===== src/rtl/register32_8_pkg.sv =====
// Shared definitions for the 8 x 32-bit register bank burst reader.
package register32_8_pkg;

  localparam int NUM_REGS = 8;
  localparam int ADDR_W   = 3;
  localparam int LEN_W    = 4;

  typedef enum logic {
    IDLE  = 1'b0,
    BURST = 1'b1
  } state_t;

  // A request length of 0, or anything beyond the bank size, reads the whole bank.
  function automatic logic [LEN_W-1:0] effective_len(input logic [LEN_W-1:0] len);
    if ((len == '0) || (len > LEN_W'(NUM_REGS))) begin
      return LEN_W'(NUM_REGS);
    end
    return len;
  endfunction

endpackage


===== src/rtl/register32_8_reader_if.sv =====
// Command and output-stream signals of the burst reader.
interface register32_8_reader_if
  import register32_8_pkg::*;
#(
  parameter int DATA_WIDTH = 32
);
  logic                  rd_req;
  logic                  rd_ready;
  logic [ADDR_W-1:0]     rd_addr;
  logic [LEN_W-1:0]      rd_len;
  logic [DATA_WIDTH-1:0] d_out;
  logic                  d_valid;
  logic                  d_ready;
  logic [ADDR_W-1:0]     d_addr;
  logic                  d_last;
  logic                  busy;

  // Requester / stream consumer side.
  modport master (
    output rd_req, rd_addr, rd_len, d_ready,
    input  rd_ready, d_out, d_valid, d_addr, d_last, busy
  );

  // Reader side.
  modport slave (
    input  rd_req, rd_addr, rd_len, d_ready,
    output rd_ready, d_out, d_valid, d_addr, d_last, busy
  );
endinterface


===== src/rtl/mux8_32.sv =====
// Combinational 8:1 word select over the register bank outputs.
module mux8_32
  import register32_8_pkg::*;
#(
  parameter int DATA_WIDTH = 32
) (
  input  logic [ADDR_W-1:0]     sel,
  input  logic [DATA_WIDTH-1:0] d0,
  input  logic [DATA_WIDTH-1:0] d1,
  input  logic [DATA_WIDTH-1:0] d2,
  input  logic [DATA_WIDTH-1:0] d3,
  input  logic [DATA_WIDTH-1:0] d4,
  input  logic [DATA_WIDTH-1:0] d5,
  input  logic [DATA_WIDTH-1:0] d6,
  input  logic [DATA_WIDTH-1:0] d7,
  output logic [DATA_WIDTH-1:0] y
);

  // Pick the register addressed by sel.
  always_comb begin
    y = d0;
    case (sel)
      3'd0: y = d0;
      3'd1: y = d1;
      3'd2: y = d2;
      3'd3: y = d3;
      3'd4: y = d4;
      3'd5: y = d5;
      3'd6: y = d6;
      3'd7: y = d7;
      default: y = d0;
    endcase
  end

endmodule


===== src/rtl/register32_8_reader.sv =====
// Burst read sequencer: takes (start address, length) and streams bank words
// one per accepted beat, wrapping 7 -> 0, with full downstream backpressure.
module register32_8_reader
  import register32_8_pkg::*;
#(
  parameter int DATA_WIDTH = 32
) (
  input  logic                  clk,
  input  logic                  reset_n,
  input  logic [DATA_WIDTH-1:0] d_in0,
  input  logic [DATA_WIDTH-1:0] d_in1,
  input  logic [DATA_WIDTH-1:0] d_in2,
  input  logic [DATA_WIDTH-1:0] d_in3,
  input  logic [DATA_WIDTH-1:0] d_in4,
  input  logic [DATA_WIDTH-1:0] d_in5,
  input  logic [DATA_WIDTH-1:0] d_in6,
  input  logic [DATA_WIDTH-1:0] d_in7,
  register32_8_reader_if.slave  bus
);

  state_t                r_state;
  state_t                w_state_next;
  logic [ADDR_W-1:0]     r_ptr;
  logic [LEN_W-1:0]      r_remaining;
  logic [DATA_WIDTH-1:0] r_d_out;
  logic [ADDR_W-1:0]     r_d_addr;
  logic                  r_d_valid;
  logic                  r_d_last;

  logic                  w_rd_ready;
  logic                  w_busy;
  logic                  w_accept;
  logic                  w_beat;
  logic                  w_final;
  logic [LEN_W-1:0]      w_eff_len;
  logic [DATA_WIDTH-1:0] w_cmd_word;
  logic [DATA_WIDTH-1:0] w_ptr_word;

  assign w_eff_len = effective_len(bus.rd_len);
  assign w_accept  = bus.rd_req && w_rd_ready;
  assign w_beat    = r_d_valid && bus.d_ready;
  assign w_final   = w_beat && (r_remaining == '0);

  // First word of a burst comes from the command address.
  mux8_32 #(.DATA_WIDTH(DATA_WIDTH)) u_mux_cmd (
    .sel (bus.rd_addr),
    .d0  (d_in0), .d1 (d_in1), .d2 (d_in2), .d3 (d_in3),
    .d4  (d_in4), .d5 (d_in5), .d6 (d_in6), .d7 (d_in7),
    .y   (w_cmd_word)
  );

  // Subsequent words come from the running pointer.
  mux8_32 #(.DATA_WIDTH(DATA_WIDTH)) u_mux_ptr (
    .sel (r_ptr),
    .d0  (d_in0), .d1 (d_in1), .d2 (d_in2), .d3 (d_in3),
    .d4  (d_in4), .d5 (d_in5), .d6 (d_in6), .d7 (d_in7),
    .y   (w_ptr_word)
  );

  // State register.
  always_ff @(posedge clk or negedge reset_n) begin
    if (!reset_n) begin
      r_state <= IDLE;
    end else begin
      r_state <= w_state_next;
    end
  end

  // Next state and state-decoded outputs; rd_ready depends only on the state.
  always_comb begin
    w_state_next = r_state;
    w_rd_ready   = 1'b0;
    w_busy       = 1'b0;
    case (r_state)
      IDLE: begin
        w_rd_ready = 1'b1;
        if (bus.rd_req) begin
          w_state_next = BURST;
        end
      end
      BURST: begin
        w_busy = 1'b1;
        if (w_final) begin
          w_state_next = IDLE;
        end
      end
      default: begin
        w_state_next = IDLE;
      end
    endcase
  end

  // Pointer, counter and output word: load on accept, advance on each beat, hold on stall.
  always_ff @(posedge clk or negedge reset_n) begin
    if (!reset_n) begin
      r_ptr       <= '0;
      r_remaining <= '0;
      r_d_out     <= '0;
      r_d_addr    <= '0;
      r_d_valid   <= 1'b0;
      r_d_last    <= 1'b0;
    end else if (w_accept) begin
      r_d_out     <= w_cmd_word;
      r_d_addr    <= bus.rd_addr;
      r_d_valid   <= 1'b1;
      r_ptr       <= bus.rd_addr + ADDR_W'(1);
      r_remaining <= w_eff_len - LEN_W'(1);
      r_d_last    <= (w_eff_len == LEN_W'(1));
    end else if (w_beat) begin
      if (r_remaining == '0) begin
        r_d_valid <= 1'b0;
        r_d_last  <= 1'b0;
      end else begin
        r_d_out     <= w_ptr_word;
        r_d_addr    <= r_ptr;
        r_ptr       <= r_ptr + ADDR_W'(1);
        r_remaining <= r_remaining - LEN_W'(1);
        r_d_last    <= (r_remaining == LEN_W'(1));
      end
    end
  end

  assign bus.rd_ready = w_rd_ready;
  assign bus.busy     = w_busy;
  assign bus.d_out    = r_d_out;
  assign bus.d_addr   = r_d_addr;
  assign bus.d_valid  = r_d_valid;
  assign bus.d_last   = r_d_last;

endmodule


===== src/flat_wrapper.sv =====
// flat-port wrapper written by rule: the top's interface ports become plain ports
module register32_8_reader_flat import register32_8_pkg::*;
#(
  parameter int DATA_WIDTH = 32
)
  (clk, reset_n, d_in0, d_in1, d_in2, d_in3, d_in4, d_in5, d_in6, d_in7, bus_rd_req, bus_rd_addr, bus_rd_len, bus_d_ready, bus_rd_ready, bus_d_out, bus_d_valid, bus_d_addr, bus_d_last, bus_busy);
  register32_8_reader_if #(.DATA_WIDTH(DATA_WIDTH)) bus_i ();
  input  logic clk;
  input  logic reset_n;
  input  logic [DATA_WIDTH-1:0] d_in0;
  input  logic [DATA_WIDTH-1:0] d_in1;
  input  logic [DATA_WIDTH-1:0] d_in2;
  input  logic [DATA_WIDTH-1:0] d_in3;
  input  logic [DATA_WIDTH-1:0] d_in4;
  input  logic [DATA_WIDTH-1:0] d_in5;
  input  logic [DATA_WIDTH-1:0] d_in6;
  input  logic [DATA_WIDTH-1:0] d_in7;
  input wire logic [$bits(bus_i.rd_req)-1:0] bus_rd_req;
  input wire logic [$bits(bus_i.rd_addr)-1:0] bus_rd_addr;
  input wire logic [$bits(bus_i.rd_len)-1:0] bus_rd_len;
  input wire logic [$bits(bus_i.d_ready)-1:0] bus_d_ready;
  output wire logic [$bits(bus_i.rd_ready)-1:0] bus_rd_ready;
  output wire logic [$bits(bus_i.d_out)-1:0] bus_d_out;
  output wire logic [$bits(bus_i.d_valid)-1:0] bus_d_valid;
  output wire logic [$bits(bus_i.d_addr)-1:0] bus_d_addr;
  output wire logic [$bits(bus_i.d_last)-1:0] bus_d_last;
  output wire logic [$bits(bus_i.busy)-1:0] bus_busy;
  assign bus_i.rd_req = bus_rd_req;
  assign bus_i.rd_addr = bus_rd_addr;
  assign bus_i.rd_len = bus_rd_len;
  assign bus_i.d_ready = bus_d_ready;
  assign bus_rd_ready = bus_i.rd_ready;
  assign bus_d_out = bus_i.d_out;
  assign bus_d_valid = bus_i.d_valid;
  assign bus_d_addr = bus_i.d_addr;
  assign bus_d_last = bus_i.d_last;
  assign bus_busy = bus_i.busy;
  register32_8_reader #(.DATA_WIDTH(DATA_WIDTH)) u_core (.clk(clk), .reset_n(reset_n), .d_in0(d_in0), .d_in1(d_in1), .d_in2(d_in2), .d_in3(d_in3), .d_in4(d_in4), .d_in5(d_in5), .d_in6(d_in6), .d_in7(d_in7), .bus(bus_i));
endmodule

===== config.mk =====
export PLATFORM = sky130hd
export DESIGN_NAME = register32_8_reader_flat
export DESIGN_NICKNAME = d
export VERILOG_FILES = /design/src/rtl/register32_8_pkg.sv /design/src/rtl/register32_8_reader_if.sv /design/src/rtl/mux8_32.sv /design/src/rtl/register32_8_reader.sv /design/src/flat_wrapper.sv
export SDC_FILE = /design/constraint.sdc
export NUM_CORES = 1
export LEC_CHECK = 0
export ABC_AREA = 1
export CELL_PAD_IN_SITES_DETAIL_PLACEMENT = 0
export CELL_PAD_IN_SITES_GLOBAL_PLACEMENT = 1
export CORE_ASPECT_RATIO = 2
export CORE_MARGIN = 5
export CORE_UTILIZATION = 30
export DETAILED_ROUTE_END_ITERATION = 12
export GPL_TIMING_DRIVEN = 0
export PLACE_DENSITY_LB_ADDON = 0.1
export SYNTH_ARGS = -nofsm -noshare
export SYNTH_HDL_FRONTEND = slang
export SYNTH_SLANG_ARGS = --single-unit

===== constraint.sdc =====
create_clock -name clk -period 1.8 [get_ports clk]
set_clock_uncertainty 0.05 [all_clocks]
set_input_delay 0.36 -clock clk [delete_from_list [all_inputs] [get_ports clk]]
set_output_delay 0.36 -clock clk [all_outputs]
set_load 0.05 [all_outputs]

=== Word level (Yosys, flattened, before mapping) ===
Cells that the tools add are included.

* Register bits: 45
* Bits of input ports: 267
* Word-level logic and storage cells: 70

* Add/subtract/negate cells: 4
* Order comparisons: 1
* Eq/ne operators: 17
* Mux-type cells: 28
* Bitwise gates (word level): 1
* Reductions and logical operators: 12

{| class="wikitable"
|+ Operator list
! cell !! number
|-
| 32-bit case mux with 8 select lines || 2
|-
| 32-bit 2-to-1 mux || 3
|-
| 3-bit == test (second input constant) || 8
|-
| 4-bit 2-to-1 mux || 5
|-
| 3-bit 2-to-1 mux || 6
|-
| 3-bit by 2-bit == test with 1-bit output (second input constant) || 4
|-
| 1-bit 2-to-1 mux || 11
|-
| 4-bit by 1-bit == test with 1-bit output (second input constant) || 2
|-
| 4-bit zero test || 2
|-
| 4-bit by 1-bit subtractor with 4-bit output (second input constant) || 2
|-
| 3-bit by 1-bit adder with 3-bit output (second input constant) || 2
|-
| 3-bit by 1-bit == test with 1-bit output (second input constant) || 2
|-
| 3-bit zero test || 2
|-
| 4-bit > comparator (second input constant) || 1
|-
| 2-bit AND reduction || 2
|-
| 2-bit nonzero test || 2
|-
| 1-bit logical AND || 3
|-
| 2-bit by 1-bit inequality test with 1-bit output (second input constant) || 1
|-
| 1-bit case mux with 2 select lines || 1
|-
| 1-bit logical OR || 1
|-
| 1-bit NOT || 1
|}

=== Depth between registers and ports, before layout ===
* Depth in word-level cells: 6
* Depth in mapped cells: 12
* Gate-level depth less buffers: 9

=== By module ===
From an unflattened synthesis, not the netlist that was laid out.

* Cell total of the unflattened synthesis: 1446
* Area total of the unflattened synthesis: 7577.3 um^2

{| class="wikitable"
|+ By module, submodules not included
! module !! times used !! cells each !! area an instance (um^2) !! seq. area each (um^2)
|-
| mux8_32 || 2 || 547 || 2578.7 || 0.0
|-
| register32_8_reader || 1 || 352 || 2419.8 || 1126.1
|}

=== Worst setup path after synthesis ===
Ideal clock, no wire load.

* Path type: reg2reg
* Start: register u_core.r_state
* End: register u_core.r_ptr[2]
* Library setup time: 0.123 ns
* Arrival: 2.149 ns
* Data required time: 1.627 ns
* Slack: -0.521 ns
* Cell stages (with the launch flop): 11
* Cells stage by stage: dfrtp_1 > inv_1 > nand2_1 > buf_2 > buf_1 > nand2_1 > o21ai_0 > inv_1 > ha_1 > xnor2_1 > o21ai_1

* Cells in the longest elaborated chain, start to end: 4
* Elaborated cells on any way between the ends: 6
* Classes of those cells: 1 x eq/ne; 2 x mux; 3 x reduce/logical

{| class="wikitable"
|+ RTL lines
! what !! line !! source
|-
| start, declared || register32_8_reader.sv:21 || <nowiki>state_t r_state;</nowiki>
|-
| start signal, assigned || register32_8_reader.sv:65 || <nowiki>r_state <= w_state_next;</nowiki>
|-
| 1-bit 2-to-1 mux * || register32_8_reader.sv:74 || <nowiki>case (r_state)</nowiki>
|-
| named net bus_rd_ready || flat_wrapper.sv:22 || <nowiki>output wire logic [$bits(bus_i.rd_ready)-1:0] bus_rd_ready;</nowiki>
|-
| 1-bit logical AND * || register32_8_reader.sv:40 || <nowiki>assign w_accept = bus.rd_req && w_rd_ready;</nowiki>
|-
| 2-bit by 1-bit inequality test with 1-bit output (no line) / 2-bit nonzero test (equally long branches) || - ||
|-
| 2-bit AND reduction (no line) || - ||
|-
| end signal, assigned || register32_8_reader.sv:106 || <nowiki>r_ptr <= bus.rd_addr + ADDR_W'(1);</nowiki>
|-
| end signal, assigned || register32_8_reader.sv:116 || <nowiki>r_ptr <= r_ptr + ADDR_W'(1);</nowiki>
|-
| end, declared || register32_8_reader.sv:23 || <nowiki>logic [ADDR_W-1:0] r_ptr;</nowiki>
|}

The timed path passes the listed nets; every way through them passes the cells marked *.
A chain may end at the register's enable or synchronous reset.

=== Worst setup path in the final report ===
* Start: register u_core.r_ptr[0]
* End: register u_core.r_d_out[7], in the netlist u_core.bus.d_out[7]

* Cells in the longest elaborated chain, start to end: 5
* Elaborated cells on any way between the ends: 12
* Classes of those cells: 7 x eq/ne; 4 x mux; 1 x reduce/logical

{| class="wikitable"
|+ RTL lines
! what !! line !! source
|-
| 3-bit == test (tied with other cells) || mux8_32.sv:22 || <nowiki>case (sel)</nowiki>
|-
| 32-bit case mux with 8 select lines * || mux8_32.sv:22 ||
|-
| 32-bit 2-to-1 mux * || register32_8_reader.sv:110 || <nowiki>if (r_remaining == '0) begin</nowiki>
|-
| 32-bit 2-to-1 mux * || register32_8_reader.sv:109 || <nowiki>end else if (w_beat) begin</nowiki>
|-
| 32-bit 2-to-1 mux * || register32_8_reader.sv:102 || <nowiki>end else if (w_accept) begin</nowiki>
|-
| end signal, assigned || register32_8_reader.sv:103 || <nowiki>r_d_out <= w_cmd_word;</nowiki>
|-
| end signal, assigned || register32_8_reader.sv:114 || <nowiki>r_d_out <= w_ptr_word;</nowiki>
|-
| end, declared || register32_8_reader.sv:25 || <nowiki>logic [DATA_WIDTH-1:0] r_d_out;</nowiki>
|}

Every way passes the cells marked *; elsewhere a longest branch is shown, timed or not. The select of a mux whose other input is x is not followed.

==> run metrics <==
met3 wire len=between 4 and 5 mm; nets@finish=between 2000 and 2500; Initial Utilization=0.304; RSZ-0062 raised after global routing=yes; wire length on met1=~20 mm; PnR worst setup slack=-2.84 ps; register area share after synthesis=0.137; Arr. time, crit path=roughly 2000 ps; Detailed Routing Iterations Pass 1=6; Tcrit/Tclk final=1.00; # rows=85; routed vias=12955; Sequential Power Share=0.105; measured slew at the worst slew-check pin=~700 ps; count leader, synth=nand2_1; Max Cap Violations=0; global route overflow=0; Max VDD drop=~1500 uV; CP Class=register to register; clock buffer depth=2; Layout Cells excl Fill=between 2000 and 2500; top-area cell type share of the netlist area=0.271; chip width=~130 um; first-pass GRT wire length=roughly 83 mm; Hold Crit Class=input port to async pin; Final setup violation count=1; outcome=finished, violations left; Sink Count=45; Hold Slack=369 ps; met2 WL=between 30 and 40 mm; CTS tree=built; count of input and output buffers=302; cell count after placement=around 2200; Yosys reg bits=45; drt drc=0; worst skew pair latency=300 ps; Power Dens Cells=approximately 1400 nW/um^2; Slew headroom=0.532; ranking of synthesized cells by area=nand4_1 (27%), nand2_1 (23%), dfrtp_1 (14%); fin area=around 12000 sq um; die area=30900 sq um; synth warn=0; Syn Nets=1779; H-tree Lvls=2; worst-path fanout max=10; failing checks=setup timing; NetSw=around 10000 uW; vias per cell=just under 6; top post-synthesis cells by count=nand2_1 (505), nand4_1 (355), nor2_1 (134), buf_2 (105), inv_1 (104); Antenna Nets Post-Route=0; vias in the first global route=between 10000 and 15000; RR Endpoint=u_core.bus.d_out[7]$_DFFE_PN0P_; post-synth top area cell=nand4_1; HPWL after DPL=roughly 47 mm; Tot GR Track Use=0.362; pin count of the biggest net entering global routing=39; GP Congestion=about 1; Hold Violations, Final=0; Most used DFF post-synth=dfrtp_1; worst path required time=1960 ps; DP Area=11700 sq um; synth unique cells=27; Setup WS pre-CTS=-749 ps; Area Overhead vs Synth=50.0%; R2R Setup Slk=-3 ps; final WL=59.2 mm; worst reg2reg path depth=11; crit start category=register; routed len/inst=27.2 um; # IOs=between 300 and 400; clock share of power=0.066; launching point of the worst reg2reg path=u_core.r_ptr[0]$_DFFE_PN0P_; internal power=6520 uW; antenna violations before repair=2; clk slew on worst S/H paths=approximately 70 ps; P_leak=roughly 0.0064 uW; Async SR Flop Fraction=1.00; Synth Cell Area=8190 sq um; kind of end point of the critical path=register; combinational share of power=0.829; total CTS buffers=5; fin crit period=between 1500 and 2000 ps; syn_area_per_cell=roughly 5.4 sq um; crit path from=u_core.r_ptr[0]$_DFFE_PN0P_; CORE AREA=26900 sq um; Switching Share=0.614; Layout fillers=between 2000 and 3000; Post-synth EDFFs=0; cells after synthesis=roughly 1500; share of cells above drive strength 1=0.123; initial DRC count=1513; root buffer cell=clkbuf_16; top sig layer=met4; die height=roughly 240 um; Slew Limit Fails=0; Peak Freq=between 0.5 and 0.6 GHz
kinds of logic (layout without fill, tap and decap cells):
family | after synthesis | count (layout) | synth area share
adder cells (fa/ha/maj) | 5 | 5 | 0.00764
AND/OR/NAND/NOR | 1071 | 1071 | 0.616
other | 0 | 2 | 0
flip-flops | 45 | 45 | 0.137
XOR/XNOR | 3 | 3 | 0.00321
AO/OA/AOI/OAI | 111 | 111 | 0.0692
buffers and inverters | 272 | 592 | 0.166
flip-flops by register name (all words and copies together) (netlist names):
signal / cells
u_core.bus.d_out: 32
u_core.r_remaining: 4
u_core.bus.d_addr: 3
u_core.r_ptr: 3
u_core.bus.d_last: 1
u_core.bus.d_valid: 1
u_core.r_state: 1
layout by cell type, fill, tap and decap left out, types with 3 or more instances in the layout:
cell type,synthesis,layout
buf_2,105,70
nand3_1,69,66
clkbuf_4,0,11
inv_2,6,4
dfrtp_1,45,43
clkdlybuf4s50_1,0,262
buf_6,15,36
nand4_1,355,355
clkbuf_16,0,6
o21ai_0,89,74
buf_12,0,3
nor2_2,0,9
nand2_2,2,16
clkinvlp_4,0,3
clkbuf_1,12,4
o21ai_1,18,33
buf_8,0,3
inv_1,104,101
clkbuf_2,0,3
nor2_1,134,125
inv_4,1,3
buf_4,25,38
nand2_1,505,488
dlygate4sd2_1,0,38
ha_1,5,3
nand2_4,1,3
stage by stage:
stage          total power [uW]  TNS [ps]  utilization
2_1_floorplan              9440      -901            -
3_3_place_gp              14700    -61760        0.434
3_5_place_dp              14800    -19570        0.435
4_1_cts                   16100      -133        0.446
5_1_grt                   17800      -220        0.457
6_report                  16900     -2.84        0.457
layout make-up:
cell class                 instances  area (sq um)  share of cell area
antenna                            2          5.00            0.000407
tap                              348           435              0.0354
sequential                        45          1130              0.0919
multi-input combinational       1190          5830               0.474
buffer                           161          1200              0.0978
clock buffer                       5           125              0.0102
clock inverter                     3          46.3             0.00377
timing repair buffer             312          3080               0.250
inverter                         111           439              0.0358
worst max-delay path: stages, from the launching register on:
cell	delay (ps)
dfrtp_1	430
buf_6	170
buf_6	160
buf_8	150
nand4_1	90
nand2_1	90
nor2_2	130
nand2_2	130
nand2_2	120
nand2_4	70
nand2_2	60
nand2_2	40
worst max-delay path by stage:
stage | end | cells after the start
final | u_core.bus.d_out[7]$_DFFE_PN0P_ | 11
after floorplan | u_core.r_ptr[2]$_DFFE_PN0P_ | 10
after global routing | u_core.bus.d_out[7]$_DFFE_PN0P_ | 11
after detailed placement | u_core.bus.d_out[13]$_DFFE_PN0P_ | 10
after CTS | u_core.bus.d_out[13]$_DFFE_PN0P_ | 10
after global placement | u_core.r_state$_DFF_PN0_ | 1
repair_timing:
item	CTS	global route
buffers inserted	2	4
hold buffers	1	0
setup endpoints to repair	79	39
hold endpoints to repair	7	0
resized for setup	97	92
pin swaps	0	8
cloned	0	2
power groups by stage:
stage	combinational, uW	clock (uW)	sequential (uW)
after global routing	14800	1190	1840
after detailed placement	13000	0	1780
final	14000	1120	1770
after global placement	13000	0	1780
after CTS	13100	1140	1760
after floorplan	6340	0	3090
routing by layer:
layer  track usage  vias to the layer above
li1              -                     5835
met1         0.381                     5931
met2         0.656                      911
met3        0.0489                      278
met4         0.243                        0
met5             0                        -
(Power assumes the default switching activity.)
